==> config.mk <==
export PLATFORM = sky130hd
export DESIGN_NAME = multicycle_ctrl_fsm
export DESIGN_NICKNAME = d
export VERILOG_FILES = /design/src/rtl/cpu_pkg.sv /design/src/rtl/opcode_classifier.sv /design/src/rtl/multicycle_ctrl_fsm.sv
export SDC_FILE = /design/constraint.sdc
export NUM_CORES = 1
export LEC_CHECK = 0
export BUFFER_PORTS_ARGS = -buffer_cell sky130_fd_sc_hd__buf_2
export CAP_MARGIN = 40
export CELL_PAD_IN_SITES_DETAIL_PLACEMENT = 1
export CELL_PAD_IN_SITES_GLOBAL_PLACEMENT = 2
export CORE_MARGIN = 3
export CORE_UTILIZATION = 25
export DETAILED_ROUTE_END_ITERATION = 10
export GPL_TIMING_DRIVEN = 0
export MAX_ROUTING_LAYER = met4
export PLACE_DENSITY = 0.64
export SYNTH_ARGS = -nofsm -noshare
export SYNTH_HDL_FRONTEND = slang
export SYNTH_HIERARCHICAL = 1
export SYNTH_SLANG_ARGS = --single-unit
==> constraint.sdc <==
create_clock -name clk -period 1.8 [get_ports clk]
set_input_delay 0.09 -clock clk [delete_from_list [all_inputs] [get_ports clk]]
set_output_delay 0.09 -clock clk [all_outputs]
set_load 0.005 [all_outputs]
==> src/rtl/cpu_pkg.sv <==
// rtl/cpu_pkg.sv - shared types and opcode constants for the multicycle control path
package cpu_pkg;

  typedef enum logic [2:0] {
    FETCH, DECODE, EXEC, MEM, WB, TRAP
  } state_t;

  localparam logic [6:0] OPC_LOAD   = 7'b0000011;
  localparam logic [6:0] OPC_STORE  = 7'b0100011;
  localparam logic [6:0] OPC_OP     = 7'b0110011;
  localparam logic [6:0] OPC_OPIMM  = 7'b0010011;
  localparam logic [6:0] OPC_BRANCH = 7'b1100011;
  localparam logic [6:0] OPC_JAL    = 7'b1101111;
  localparam logic [6:0] OPC_JALR   = 7'b1100111;
  localparam logic [6:0] OPC_LUI    = 7'b0110111;
  localparam logic [6:0] OPC_AUIPC  = 7'b0010111;

  typedef enum logic [3:0] {
    CLS_NONE, CLS_LOAD, CLS_STORE, CLS_OP, CLS_OPIMM,
    CLS_BRANCH, CLS_JAL, CLS_JALR, CLS_LUI, CLS_AUIPC
  } class_t;

  typedef enum logic [1:0] {
    PC_PLUS4  = 2'd0,
    PC_TARGET = 2'd1,
    PC_JALR   = 2'd2
  } pc_src_t;

  typedef enum logic [1:0] {
    WB_ALU  = 2'd0,
    WB_LOAD = 2'd1,
    WB_PC4  = 2'd2
  } wb_sel_t;

  typedef struct packed {
    logic    fetch;
    logic    mem_req;
    logic    mem_we;
    logic    ir_we;
    logic    pc_we;
    pc_src_t pc_src;
    logic    rf_we;
    wb_sel_t wb_sel;
    logic    alu_src_b;
    logic    retire;
  } ctrl_t;

  // Unqualified Moore controls; handshake-dependent strobes are gated in the top.
  function automatic ctrl_t moore_ctrl(input state_t s, input class_t c);
    ctrl_t o;
    o = '0;
    case (s)
      FETCH: begin
        o.fetch   = 1'b1;
        o.mem_req = 1'b1;
        o.ir_we   = 1'b1;
        o.pc_we   = 1'b1;
        o.pc_src  = PC_PLUS4;
      end
      EXEC: begin
        o.alu_src_b = !(c == CLS_OP || c == CLS_BRANCH);
        case (c)
          CLS_BRANCH: begin
            o.pc_we  = 1'b1;
            o.pc_src = PC_TARGET;
            o.retire = 1'b1;
          end
          CLS_JAL: begin
            o.pc_we  = 1'b1;
            o.pc_src = PC_TARGET;
          end
          CLS_JALR: begin
            o.pc_we  = 1'b1;
            o.pc_src = PC_JALR;
          end
          default: ;
        endcase
      end
      MEM: begin
        o.mem_req = 1'b1;
        o.mem_we  = (c == CLS_STORE);
        o.retire  = (c == CLS_STORE);
      end
      WB: begin
        o.rf_we  = 1'b1;
        o.retire = 1'b1;
        if (c == CLS_LOAD)
          o.wb_sel = WB_LOAD;
        else if (c == CLS_JAL || c == CLS_JALR)
          o.wb_sel = WB_PC4;
        else
          o.wb_sel = WB_ALU;
      end
      default: ;
    endcase
    return o;
  endfunction

endpackage

==> src/rtl/opcode_classifier.sv <==
// rtl/opcode_classifier.sv - maps a 7-bit RV32I opcode to its instruction class
module opcode_classifier
  import cpu_pkg::*;
(
  input  logic [6:0] opcode,
  output logic [3:0] cls,
  output logic       valid
);

  always_comb begin
    cls   = CLS_NONE;
    valid = 1'b1;
    case (opcode)
      OPC_LOAD:   cls = CLS_LOAD;
      OPC_STORE:  cls = CLS_STORE;
      OPC_OP:     cls = CLS_OP;
      OPC_OPIMM:  cls = CLS_OPIMM;
      OPC_BRANCH: cls = CLS_BRANCH;
      OPC_JAL:    cls = CLS_JAL;
      OPC_JALR:   cls = CLS_JALR;
      OPC_LUI:    cls = CLS_LUI;
      OPC_AUIPC:  cls = CLS_AUIPC;
      default:    valid = 1'b0;
    endcase
  end

endmodule

==> src/rtl/multicycle_ctrl_fsm.sv <==
// rtl/multicycle_ctrl_fsm.sv - FETCH/DECODE/EXEC/MEM/WB sequencer with trap and instret
module multicycle_ctrl_fsm
  import cpu_pkg::*;
#(
  parameter int CNT_W        = 32,
  parameter int MEM_WAIT_MAX = 15
) (
  input  logic             clk,
  input  logic             rst,
  input  logic [6:0]       opcode,
  input  logic             branch_taken,
  input  logic             mem_ready,
  output logic             fetch,
  output logic             mem_req,
  output logic             mem_we,
  output logic             ir_we,
  output logic             pc_we,
  output logic [1:0]       pc_src,
  output logic             rf_we,
  output logic [1:0]       wb_sel,
  output logic             alu_src_b,
  output logic             retire,
  output logic [CNT_W-1:0] instret,
  output logic             illegal
);

  localparam int WAIT_W = $clog2(MEM_WAIT_MAX + 1);

  state_t            state_q, state_d;
  class_t            cls_q, cls_d;
  ctrl_t             ctrl_q;
  logic [WAIT_W-1:0] wait_cnt_q;
  logic [CNT_W-1:0]  instret_q;
  logic              illegal_q;
  logic [3:0]        dec_cls_raw;
  logic              dec_valid;
  logic              waiting;
  logic              wait_hit;

  opcode_classifier u_classifier (
    .opcode (opcode),
    .cls    (dec_cls_raw),
    .valid  (dec_valid)
  );

  assign waiting  = (state_q == FETCH || state_q == MEM) && !mem_ready;
  assign wait_hit = (wait_cnt_q == WAIT_W'(MEM_WAIT_MAX - 1));

  always_comb begin
    state_d = state_q;
    cls_d   = cls_q;
    case (state_q)
      FETCH: begin
        if (mem_ready)
          state_d = DECODE;
        else if (wait_hit)
          state_d = TRAP;
      end
      DECODE: begin
        cls_d   = class_t'(dec_cls_raw);
        state_d = dec_valid ? EXEC : TRAP;
      end
      EXEC: begin
        case (cls_q)
          CLS_BRANCH:          state_d = FETCH;
          CLS_LOAD, CLS_STORE: state_d = MEM;
          default:             state_d = WB;
        endcase
      end
      MEM: begin
        if (mem_ready)
          state_d = (cls_q == CLS_STORE) ? FETCH : WB;
        else if (wait_hit)
          state_d = TRAP;
      end
      WB:      state_d = FETCH;
      default: state_d = TRAP;
    endcase
  end

  // Controls are registered for the state being entered, so they are glitch-free next cycle.
  always_ff @(posedge clk) begin
    if (rst) begin
      state_q    <= FETCH;
      cls_q      <= CLS_NONE;
      ctrl_q     <= moore_ctrl(FETCH, CLS_NONE);
      wait_cnt_q <= '0;
      instret_q  <= '0;
      illegal_q  <= 1'b0;
    end else begin
      state_q <= state_d;
      cls_q   <= cls_d;
      ctrl_q  <= moore_ctrl(state_d, cls_d);
      if (state_d != state_q)
        wait_cnt_q <= '0;
      else if (waiting && wait_cnt_q != WAIT_W'(MEM_WAIT_MAX))
        wait_cnt_q <= wait_cnt_q + WAIT_W'(1);
      if (retire)
        instret_q <= instret_q + CNT_W'(1);
      if (state_d == TRAP)
        illegal_q <= 1'b1;
    end
  end

  // Reset forces the idle pattern immediately so an aborted instruction emits no strobes.
  always_comb begin
    fetch     = 1'b1;
    mem_req   = 1'b0;
    mem_we    = 1'b0;
    ir_we     = 1'b0;
    pc_we     = 1'b0;
    pc_src    = PC_PLUS4;
    rf_we     = 1'b0;
    wb_sel    = WB_ALU;
    alu_src_b = 1'b0;
    retire    = 1'b0;
    if (!rst) begin
      fetch     = ctrl_q.fetch;
      mem_req   = ctrl_q.mem_req;
      mem_we    = ctrl_q.mem_we;
      pc_src    = ctrl_q.pc_src;
      rf_we     = ctrl_q.rf_we;
      wb_sel    = ctrl_q.wb_sel;
      alu_src_b = ctrl_q.alu_src_b;
      ir_we     = ctrl_q.ir_we && mem_ready;
      case (state_q)
        FETCH:   pc_we = ctrl_q.pc_we && mem_ready;
        EXEC:    pc_we = ctrl_q.pc_we && (cls_q != CLS_BRANCH || branch_taken);
        default: pc_we = ctrl_q.pc_we;
      endcase
      retire = ctrl_q.retire && (state_q != MEM || mem_ready);
    end
  end

  assign instret = instret_q;
  assign illegal = illegal_q;

endmodule

== Yosys cells after proc, flatten, opt, wreduce, memory -nomap -nowiden ==
Index checks and enable logic that the tools add are counted.
Operators by class
  mux-type cells: 30
  equal/unequal tests: 31
  bitwise logic cells: 3
  $add $sub $neg: 2
  reduce and logical (&&, ||, !) cells: 24
Operator list (count)
  $pmux W4 S9: 1
  $add A32 B1 Y32 const B: 1
  $eq A7 B6 Y1 const B: 3
  $eq A7 B7 Y1 const B: 3
  $mux W3: 6
  $pmux W3 S2: 3
  $eq A4 B3 Y1 const B: 4
  $pmux W3 S5: 1
  $eq A7 B5 Y1 const B: 2
  $reduce_or A2 Y1: 7
  $eq A3 B2 Y1 const B: 4
  $eq A4 B2 Y1 const B: 3
  $mux W1: 12
  $eq A3 B3 Y1 const B: 3
  $reduce_or A9 Y1: 1
  $eq A4 B1 Y1 const B: 2
  $mux W2: 4
  $eq A7 B2 Y1 const B: 1
  $logic_and A1 B1 Y1: 6
  $logic_not A3 Y1: 2
  $logic_or A1 B1 Y1: 5
  $add A4 B1 Y4 const B: 1
  $eq A4 B4 Y1 const B: 1
  $mux W4: 1
  other kinds (10): 13
Storage, ports and cells
  input bits: 11
  bits in registers: 55

== Longest topological paths before layout ==
  depth after elaboration: 8
  gate-level depth with buffers: 8

== Hierarchy ==
Netlist, hierarchy kept.
By module, submodules not included
  multicycle_ctrl_fsm: area an instance 2700.1 um^2, cells an instance 320, instances 1, sequential area each 1101.1 um^2
  opcode_classifier: area an instance 125.1 um^2, cells an instance 21, instances 1, sequential area each 0.0 um^2

== Least setup slack after synthesis ==
No wires, ideal clock.
  path type: reg2reg
  start: register instret_q[9] (netlist: instret[9])
  end: register instret_q[31] (netlist: instret[31])
  stages on the path, launching flop included: 7
  period minus slack after synthesis: 2037 ps
  setup slack: -237 ps
  data arrival time: 1967 ps
  buffers on the path: 1
  data required time: 1729 ps
  cell sequence: dfxtp_1 -> and4_4 -> nand3_2 -> buf_6 -> or4_4 -> or4_1 -> a21oi_1
On the way
  longest elaborated chain between the ends: 1
Ends and longest elaborated chain
  start, declared: RTL line multicycle_ctrl_fsm.sv:33  | logic [CNT_W-1:0] instret_q;
  start signal, assigned: RTL line multicycle_ctrl_fsm.sv:99  | instret_q <= instret_q + CNT_W'(1);
  $add A32 B1 Y32: RTL line multicycle_ctrl_fsm.sv:99
Every way passes these cells.
A chain may end at the register's enable or synchronous reset.

== Worst setup path in the final report ==
  start: register instret_q[12] (netlist: instret[12])
  end: register instret_q[31] (netlist: instret[31])
The elaborated chain is that of the path after synthesis.

==> results.py <==
metrics = {
    "outcome": {
        "status": "complete, but fails checks",
        "violations": "negative setup slack",
    },
    "critical_path": {
        "crit_top_cell": "or4_4",
        "path_delay_family": "simple AND/OR/NAND/NOR gates",
        "crit_required_ns": 2.03,
        "critPathArrivalTime_ns": 2.17,
        "cpMaxStageDelayCell": "or4_4",
        "worstPathCellList": "and4_4 -> nand3_4 -> buf_6 -> or4_4 -> or4_4 -> a21oi_2",
        "cp-startpoint": "instret[12]$_SDFFE_PP0P_",
        "worstSetupStartpointType": "flop",
        "cp_slowest_stage_delay_ns": 0.50,
        "crit_type": "reg -> reg",
        "cp_max_fo": 4,
        "crit_buf_inv": 1,
        "critical_path.endpoint_type": "flop",
        "worstReg2RegStart": "instret[12]$_SDFFE_PP0P_",
    },
    "run": {
        "maxCapViolCount": 0,
    },
    "placed_design": {
        "hpwl_mm": 6.00,
        "io_buffers": 53,
        "gp_congestion": 0.803,
    },
    "logic_synthesis": {
        "syn_area_mm2": 0.00283,
        "synth_adder_area_share_pct": 1.33,
        "synth-async-reset-ratio_pct": 0,
        "ys_seq_elements": 55,
        "synthCells": 341,
        "syn_avg_cell_area_um2": 8.29,
        "yosys_warnings": 6,
        "synth_compound_area_share_pct": 12.2,
        "syn_nets": 355,
        "synth_top_family_by_area": "simple AND/OR/NAND/NOR gates",
        "ys_types": 58,
        "synth-main-ff-cell": "dfxtp_1",
        "synth.area.mux_share_pct": 1.77,
        "synthXorXnorAreaFrac_pct": 9.61,
        "synth_simple_gate_area_share_pct": 31.0,
        "yosysSeqAreaShare_pct": 39.0,
        "synth-edff-count": 0,
    },
    "sta": {
        "post-route-period-util_pct": 108,
        "timing.final.ws_setup_ns": -0.143,
        "finalMaxSlewViolations": 0,
        "max_freq_ghz": 0.515,
        "worst_pin_slew_ns": 0.623,
        "finalHoldViolCount": 0,
        "rsz0062_at_grt": "yes",
        "tns_ns": -1.33,
        "fin_crit_ns": 1.94,
        "clock_skew_ns": 0.00652,
        "finalSetupViolCount": 18,
        "slew_headroom_pct": 58.5,
    },
    "floorplan": {
        "die_area_mm2": 0.0126,
        "ios": 56,
        "core.rowCount": 38,
        "core_mm2": 0.0109,
        "die_w_um": 112,
        "start_util_pct": 25.8,
        "fp.dieH_um": 112,
    },
    "clock_tree": {
        "numCtsBuffers": 5,
        "ctsHoldBuffers": 0,
        "clkSinkCount": 55,
        "root_buffer": "clkbuf_16",
        "path_clk_slew_ns": 0.08,
        "cts_tree": "yes",
        "clk_latency_ns": 0.29,
        "htree_levels": 2,
        "clock_path_buffers": 2,
    },
    "power": {
        "leakage_nw": 1.46,
        "ir_drop_mv": 0.369,
        "power.total_mw": 2.63,
        "power_density_mw_per_mm2": 676,
    },
    "layout": {
        "nets": 438,
        "synthToLayoutAreaGrowth_pct": 37.9,
        "num_antenna_cells": 0,
        "utilization_pct": 35.6,
        "drive_gt1_share_pct": 38.1,
    },
    "route": {
        "drc": 0,
        "drt_iter0_drc": 61,
        "dr.pass1.iters": 4,
        "wire_per_inst_um": 14.9,
        "antenna_left": 0,
        "num_vias": 2711,
        "via_per_inst": 4.80,
        "wl_mm": 8.41,
    },
    "global_route": {
        "grt_pass1_wl_mm": 13.6,
        "grt_overflow_total": 0,
        "track_usage_pct": 13.5,
        "grt_pass1_vias": 2665,
        "antenna_found_initial": 0,
        "grt_max_degree": 18,
    },
    "min_path": {
        "hold_class": "in -> reg",
        "min_from": "opcode[3]",
    },
}
[what timing repair did]
action | CTS | global route
gates resized for setup | 41 | 34
buffers inserted | 17 | 7
pin swaps | 15 | 13
endpoints found under the setup margin | 35 | 40
[worst paths after layout]
path,end,slack [ns],cells past startpoint
setup / recovery,instret[31]$_SDFFE_PP0P_,-0.14,6
hold / removal,ctrl_q[7]$_SDFF_PP1_,0.24,4
setup reg to reg,instret[31]$_SDFFE_PP0P_,-0.14,6
hold reg to reg,illegal$_SDFFE_PP0N_,0.49,1
[synthesized netlist by cell type (3+ instances only)]
library cell | n | share of area [%]
nand4_1 | 7 | 1.5
nand3b_1 | 3 | 0.80
dfxtp_1 | 55 | 39
mux2i_1 | 5 | 1.8
nand3_1 | 12 | 2.1
nand2_1 | 16 | 2.1
nor3_1 | 18 | 3.2
nor3b_1 | 5 | 1.3
xor2_1 | 8 | 2.5
a21oi_1 | 15 | 2.7
inv_1 | 19 | 2.5
nor2_1 | 45 | 6.0
or2_2 | 3 | 0.66
a31oi_1 | 4 | 0.89
nor2b_1 | 11 | 2.4
o31ai_1 | 4 | 1.1
or3_1 | 4 | 0.89
xnor2_1 | 23 | 7.1
nand2b_1 | 3 | 0.66
o21ai_0 | 7 | 1.2
ha_1 | 3 | 1.3
clkbuf_1 | 14 | 1.9
or4_1 | 5 | 1.3
nor4_1 | 11 | 2.4
[state kept, by name, summed over array words and instances, names as in the netlist]
signal / count
instret: 32
ctrl_q: 11
cls_q: 4
illegal: 1
state_q: 3
wait_cnt_q: 4
[layer usage]
| layer | vias up | part of all wire, % | wire length [µm] | global-route usage [%] |
|---|---|---|---|---|
| met1 | 1305 | 47 | 3920 | 17.0 |
| met4 | 0 | 0.50 | 42 | 2.16 |
| li1 | 1368 | - | - | - |
| met2 | 34 | 50 | 4210 | 22.8 |
| met5 | - | 0 | 0 | - |
| met3 | 4 | 2.8 | 238 | 2.53 |
[cell usage in the layout (no fill, tap or decap), types with 4 or more instances in the layout]
cell,n
buf_2,54
nor3b_1,4
nor2b_1,11
nand3_2,4
buf_4,22
a21oi_1,11
nor4_1,4
nand4_1,7
nand3_1,8
o31ai_1,4
or4_1,4
nor2_1,43
xnor2_1,23
mux2i_1,4
dfxtp_1,35
xor2_1,8
nor3_1,16
clkbuf_4,4
clkbuf_16,5
nand2_1,16
inv_1,18
a21oi_2,4
buf_6,4
nor4_2,7
dfxtp_4,7
clkbuf_1,6
dfxtp_2,13
[where the power goes]
part	total, mW	internal, mW	switching (mW)	leakage, nW
combinational	0.336	0.147	0.188	0.925
clock	1.04	0.559	0.483	0.0772
sequential	1.25	1.23	0.0207	0.457
total	2.63	1.94	0.692	1.46
[layout make-up]
class                           count  area [µm²]
Fill cell                        1309        7040
Multi-Input combinational cell    250        1800
Sequential cell                    55        1140
Timing Repair Buffer               77         457
Tap cell                          140         175
Clock buffer                        6         139
Buffer                             16        98.8
Inverter                           19        71.3
Clock inverter                      2        13.8
[logic make-up after synthesis]
kind of cell             count (synthesis)
buffers and inverters                   36
adder cells (fa/ha/maj)                  3
AND/OR/NAND/NOR                        161
AO/OA/AOI/OAI                           50
multiplexers                             5
XOR/XNOR                                31
flip-flops                              55
[tightest hold or removal path, stage by stage]
cell and delay [ns]:
buf_2 0.12, a211oi_2 0.07, nor2_1 0.14, o21ai_2 0.07
[metrics by stage]
step / area (µm²) / setup WS, ns / hold slack, ns / instances
global route: 3890 / -0.206 / 0.302 / 565
finish: 3890 / -0.143 / 0.243 / 565
global placement: 3300 / -0.486 / 0.469 / 534
floorplan: 2860 / -0.162 / 0.316 / 341
CTS: 3720 / -0.236 / 0.242 / 559
detailed placement: 3300 / -0.448 / 0.472 / 534
Note: power is estimated with default switching activity, not from simulation.
